===== config.mk =====
export PLATFORM = sky130hd
export DESIGN_NAME = relu_out_packer
export DESIGN_NICKNAME = d
export VERILOG_FILES = /design/src/rtl/smac_relu_pkg.sv /design/src/rtl/relu_out_packer.sv
export SDC_FILE = /design/constraint.sdc
export NUM_CORES = 1
export LEC_CHECK = 0
export CAP_MARGIN = 0
export CORE_MARGIN = 8
export CORE_UTILIZATION = 45
export DETAILED_ROUTE_END_ITERATION = 6
export GPL_TIMING_DRIVEN = 0
export PLACE_DENSITY = 0.88
export REMOVE_ABC_BUFFERS = 1
export SYNTH_ARGS = -nofsm -noshare
export SYNTH_HDL_FRONTEND = slang
export SYNTH_SLANG_ARGS = --single-unit

===== constraint.sdc =====
create_clock -name clk -period 2 [get_ports clk]
set_input_delay 0.4 -clock clk [delete_from_list [all_inputs] [get_ports clk]]
set_output_delay 0.4 -clock clk [all_outputs]
set_load 0.01 [all_outputs]

===== src/rtl/smac_relu_pkg.sv =====
// Shared types and constants for the quantize/ReLU lane sequencing path.
// Reused by the top level that ties relu_out_packer.sel to quant_ReLU.sel.
package smac_relu_pkg;

  typedef enum logic [1:0] {
    ST_IDLE = 2'd0,
    ST_SCAN = 2'd1,
    ST_HOLD = 2'd2
  } state_t;

  localparam int LANES = 4;
  localparam int SEL_W = 2;

endpackage


===== src/rtl/relu_out_packer.sv =====
// Steps sel through four ReLU lanes, packs the captured values into one word,
// offers it downstream and counts words per layer.
module relu_out_packer
  import smac_relu_pkg::*;
#(
  parameter int  Pa      = 8,
  parameter int  N_WORDS = 16,
  localparam int IDX_W   = (N_WORDS > 1) ? $clog2(N_WORDS) : 1
) (
  input  logic                 clk,
  input  logic                 rst_n,
  input  logic                 start,
  input  logic [Pa-1:0]        relu_in,
  output logic [SEL_W-1:0]     sel,
  output logic                 busy,
  output logic [LANES*Pa-1:0]  out_data,
  output logic                 out_valid,
  input  logic                 out_ready,
  output logic [IDX_W-1:0]     word_idx,
  output logic                 layer_done,
  output state_t               state_dbg
);

  state_t              r_state;
  logic [SEL_W-1:0]    r_lane;
  logic [LANES*Pa-1:0] r_data;
  logic [IDX_W-1:0]    r_word_idx;
  logic                r_layer_done;

  logic w_accept;
  logic w_last_word;

  // Handshake: a word transfers on any rising edge where out_valid && out_ready;
  // once out_valid rises, out_data and word_idx hold until that transfer or reset.
  assign w_accept    = (r_state == ST_HOLD) && out_ready;
  assign w_last_word = (r_word_idx == IDX_W'(N_WORDS - 1));

  always_ff @(posedge clk) begin
    if (!rst_n) begin
      r_state      <= ST_IDLE;
      r_lane       <= '0;
      r_data       <= '0;
      r_word_idx   <= '0;
      r_layer_done <= 1'b0;
    end else begin
      r_layer_done <= 1'b0;
      case (r_state)
        ST_IDLE: begin
          r_lane <= '0;
          if (start) r_state <= ST_SCAN;
        end
        ST_SCAN: begin
          r_data[int'(r_lane)*Pa +: Pa] <= relu_in;
          if (r_lane == SEL_W'(LANES - 1)) begin
            r_lane  <= '0;
            r_state <= ST_HOLD;
          end else begin
            r_lane <= r_lane + 1'b1;
          end
        end
        ST_HOLD: begin
          if (w_accept) begin
            r_word_idx   <= w_last_word ? '0 : r_word_idx + 1'b1;
            r_layer_done <= w_last_word;
            r_lane       <= '0;
            r_state      <= start ? ST_SCAN : ST_IDLE;
          end
        end
        default: begin
          r_state <= ST_IDLE;
          r_lane  <= '0;
        end
      endcase
    end
  end

  // r_lane is held at zero outside SCAN, so sel comes straight from the register.
  assign sel        = r_lane;
  assign busy       = (r_state != ST_IDLE);
  assign out_valid  = (r_state == ST_HOLD);
  assign out_data   = r_data;
  assign word_idx   = r_word_idx;
  assign layer_done = r_layer_done;
  assign state_dbg  = r_state;

endmodule


* After elaboration in Yosys (flattened, before gate mapping)
Cells that the tools add are included.
Storage, ports and cells: input port bits 12, register bits 41, logic and storage cells 33
Operators by class: add/subtract/negate cells 3, mux-type cells 10, shift operators 2, reduce and logical (&&, ||, !) cells 6, equal/unequal tests 7
Operator list (number):
- $neg 5->33 | 1
- $shift 8x33->32 const A | 1
- $shiftx 8x33->32 | 1
- $bwmux 32 | 1
- $mux 2 | 5
- $pmux 2 s3 | 1
- $reduce_and 3->1 | 2
- $add 4x1->4 const B | 1
- $eq 2x2->1 const B | 2
- $eq 4x4->1 const B | 1
- $mux 4 | 1
- $ne 2x2->1 const B | 2
- $pmux 2 s2 | 1
- $add 2x1->2 const B | 1
- $eq 2x1->1 const B | 1
- $logic_not 2->1 | 1
- $ne 2x1->1 const B | 1
- $reduce_and 2->1 | 1
- $reduce_bool 2->1 | 1
- $logic_and 1x1->1 | 1
- $mux 1 | 1

* Depth between registers and ports, before layout
depth after elaboration 4, depth in mapped cells 6, depth with buffers taken out 5

* Least setup slack after synthesis
No wires, ideal clock.
kind register to register, start register r_lane[0], in the netlist sel[0], end register r_data[24], in the netlist out_data[24], required time 1.883 ns, cell stages (with the launch flop) 7, setup slack 0.260 ns, data arrival time 1.623 ns, period minus slack after synthesis 1.740 ns, setup time 0.117 ns, cell sequence dfxtp_1 inv_1 ha_1 nor2b_1 and3_1 buf_2 a22o_1
On the way: cells in the longest elaborated chain, start to end 3, elaborated cells on any way between the ends 4, classes of those cells add/sub: 1; shift: 2; mux: 1
RTL lines:
- start, declared | line relu_out_packer.sv:25 | logic [SEL_W-1:0] r_lane;
- start signal, assigned | line relu_out_packer.sv:58 | r_lane <= r_lane + 1'b1;
- $neg 5->33 * | line relu_out_packer.sv:53 | r_data[int'(r_lane)*Pa +: Pa] <= relu_in;
- $shiftx 8x33->32 or $shift 8x33->32 (tied branches) | line relu_out_packer.sv:53
- $bwmux 32 * | line relu_out_packer.sv:53
- end signal, assigned by index | line relu_out_packer.sv:53
- end, declared | line relu_out_packer.sv:26 | logic [LANES*Pa-1:0] r_data;
Every way passes the cells marked *; elsewhere a longest branch is shown, timed or not. A chain may end at the register's enable or synchronous reset.

* Worst setup path in the final report
start register r_state[0], in the netlist state_dbg[0], end output busy
On the way: cells in the longest elaborated chain, start to end 1
RTL lines:
- start, declared | line relu_out_packer.sv:24 | state_t r_state;
- start signal, assigned | line relu_out_packer.sv:66 | r_state <= start ? ST_SCAN : ST_IDLE;
- $reduce_bool 2->1 | line relu_out_packer.sv:79 | assign busy = (r_state != ST_IDLE);
- end, declared | line relu_out_packer.sv:15 | output logic busy,
No other way between the ends.

==> key figures <==
Clock tree
  • Clk slew on worst S/H paths: 80 ps
  • Total CTS buffers: 5
  • Hold-fix buffers, CTS: 0
  • Worst skew pair latency: 290 ps
  • Root Buffer: clkbuf_8
  • CTS tree: done
  • Clk sinks: 41
  • CTS max path bufs: 2
  • Htree depth: 2

Timing
  • Endpoints failing setup: 0
  • F_max: ~530 MHz
  • RSZ-0062 raised after global routing: false
  • Relative slew slack: 66.6%
  • Final slew viol count: 0
  • Least-Margin Pin Slew: 497 ps
  • Min Clock Period, post-route: 1890 ps
  • Final Hold Fails: 0
  • Tcrit/Tclk final: 94.5%
  • Final setup TNS: 0 ps
  • Final Skew: 5.79 ps

Routing
  • WL/cell: 15.5 um
  • Via count: 1411
  • Final Routed Wirelength: just over 4000 um
  • Antenna Nets Post-Route: 0
  • Vias/cell: roughly 5.3
  • Iteration-0 DRC Markers: 95
  • Drt drc: 0
  • First-pass DRT Iterations: 6

Synth
  • Mapped Cells: 163
  • Async S/R FF share, synth: 0%
  • Post-synth EDFFs: 0
  • Synth Flop Type: dfxtp_1
  • Mapped Area: 0.00168 mm^2
  • Yosys warning count: 0
  • Synth Area per Inst: 10.3 um^2
  • Library cells used by synthesis: 41
  • Register area share after synthesis: 48.8%
  • Seq cells post-synth: about 40

Final layout
  • Layout cells sized above 1: roughly a tenth
  • Ant diodes: 0
  • Fill cells: 309
  • Post-route cell area: 0.00236 mm^2
  • Fin nets: 234
  • Area delta synth->final: 40.5%

Die
  • Die width: ~77 um
  • Chip Height: 77.1 um
  • Die Area: between 0.005 and 0.006 mm^2
  • Initial Utilization: 46.3%
  • FP Rows: 22
  • Core region area: 0.00363 mm^2
  • Io pins: 55

Critical path
  • Crit-path max cell delay: around 480 ps
  • Critical path capture point type: output port
  • Critical Path Source Type: register
  • WP data required: 1600 ps
  • Crit Path Max Fanout: 14
  • Worst path arrival time: 1490 ps
  • Critical path class: reg2out
  • Slowest-stage cell, CP: clkdlybuf4s50_1
  • Crit path cell chain: or2_2 > clkdlybuf4s50_1

Power
  • Leakage: 0.882 nW
  • Peak supply drop: 516 uV
  • Design Power: 1.80 mW
  • Pwr per Cell Area: 760 mW/mm^2

Global routing
  • Antenna violations before repair: 0
  • Pin count of the biggest net entering global routing: 27
  • All-Layer GR Usage: 14.2%
  • First-pass GRT wire length: 6980 um
  • Vias in the first global route: 1399
  • Grt total ovfl: 0

Place
  • DP Area: 0.00223 mm^2
  • PortBufs: 54
  • DPL Wire Length: 3040 um
  • GP Congestion: 0.788

Run status
  • Status: completed

Hold path
  • Worst hold-check path type: reg2reg

Run
  • Max_cap viols: 0
## Yosys cell counts (2+ instances only)
cell      instances  share of area, %
dfxtp_1          41                49
nand2_1          21               4.7
a22o_1           12               6.2
nor2_1            9               2.0
a32o_1            8               4.8
o22ai_1           8               3.0
a21oi_1           7               2.1
ha_1              7               5.2
inv_1             4              0.89
a32oi_1           3               1.6
buf_2             3              0.89
nand3_1           3              0.89
nor2b_1           3               1.1
buf_6             2               1.3
clkbuf_1          2              0.45
nand2b_1          2              0.74
nand3b_1          2              0.89
nand3b_4          2               2.4
nand4_1           2              0.74
## worst max-delay path, delay by kind of cell (launching register included)
family | cells | cell delay [ps]
and+or+nand+nor | 1 | 310
buffers and inverters | 1 | 480
DFF | 1 | 410
## stage by stage
stage	hold WS, ps	util (%)	setup WS (ps)	instances
5_1_grt	490	65.0	61.3	264
4_1_cts	473	65.1	3.15	264
3_3_place_gp	441	61.3	-559	256
2_1_floorplan	476	-	323	154
6_report	469	65.0	110	264
3_5_place_dp	460	61.3	-585	256
## registers in the layout (all words and copies together), names as in the netlist
| signal | count |
|---|---|
| word_idx | 4 |
| sel | 2 |
| state_dbg | 2 |
| out_data | 32 |
| layer_done | 1 |
## where the power goes
group	internal [mW]	total, mW	switching [mW]
combinational	0.0741	0.151	0.0768
sequential	0.831	0.849	0.0177
clock	0.502	0.797	0.294
total	1.41	1.80	0.389
## placed cells by master (no fill, tap or decap), types with 3 or more instances in the layout
cell type,count
a21oi_1,7
a22o_1,12
a32o_1,8
a32oi_1,3
clkbuf_8,5
clkdlybuf4s50_1,53
dfxtp_1,38
dfxtp_2,3
ha_1,7
inv_1,4
nand2_1,21
nand3_1,3
nor2_1,9
nor2b_1,3
o22ai_1,8
## cells by family after synthesis
| kind of cell | count (synthesis) | share of synthesized area [%] |
|---|---|---|
| and+or+nand+nor | 59 | 22.0 |
| buffers and inverters | 14 | 4.46 |
| DFF | 41 | 48.8 |
| AOI/OAI and AO/OA | 40 | 18.5 |
| xor gates and xnor gates | 1 | 0.521 |
| muxes | 1 | 0.595 |
| adders and majority gates | 7 | 5.21 |
## area by class of cell
class	count	area (um^2)	share of cell area, %
timing repair buffer	54	536	22.7
tap	48	60.1	2.54
clock inverter	3	68.8	2.91
multi-input combinational	108	786	33.3
inverter	5	18.8	0.794
sequential	41	825	34.9
clock buffer	5	68.8	2.91
## repair_timing
item                                    4_1_cts  5_1_grt
setup buffers                                 0        0
gates resized for setup                       3        3
endpoints found under the setup margin       22       28
## worst paths after layout
| kind | slack, ps | startpoint | depth (start not counted) | end |
|---|---|---|---|---|
| worst min register to register | 470 | out_data[21] | 2 | out_data[21] |
| worst max register to register | 240 | sel[0] | 4 | out_data[2] |
| worst min-delay path | 470 | out_data[21] | 2 | out_data[21] |
| worst max-delay path | 110 | state_dbg[0] | 2 | busy |
## layer usage
metal	up-vias	track usage [%]	routed length (um)
met5	-	0	0
met4	0	6.79	63
met3	4	4.78	271
met2	37	22.1	1960
met1	668	17.0	1800
li1	702	-	-
(Power assumes the default switching activity.)
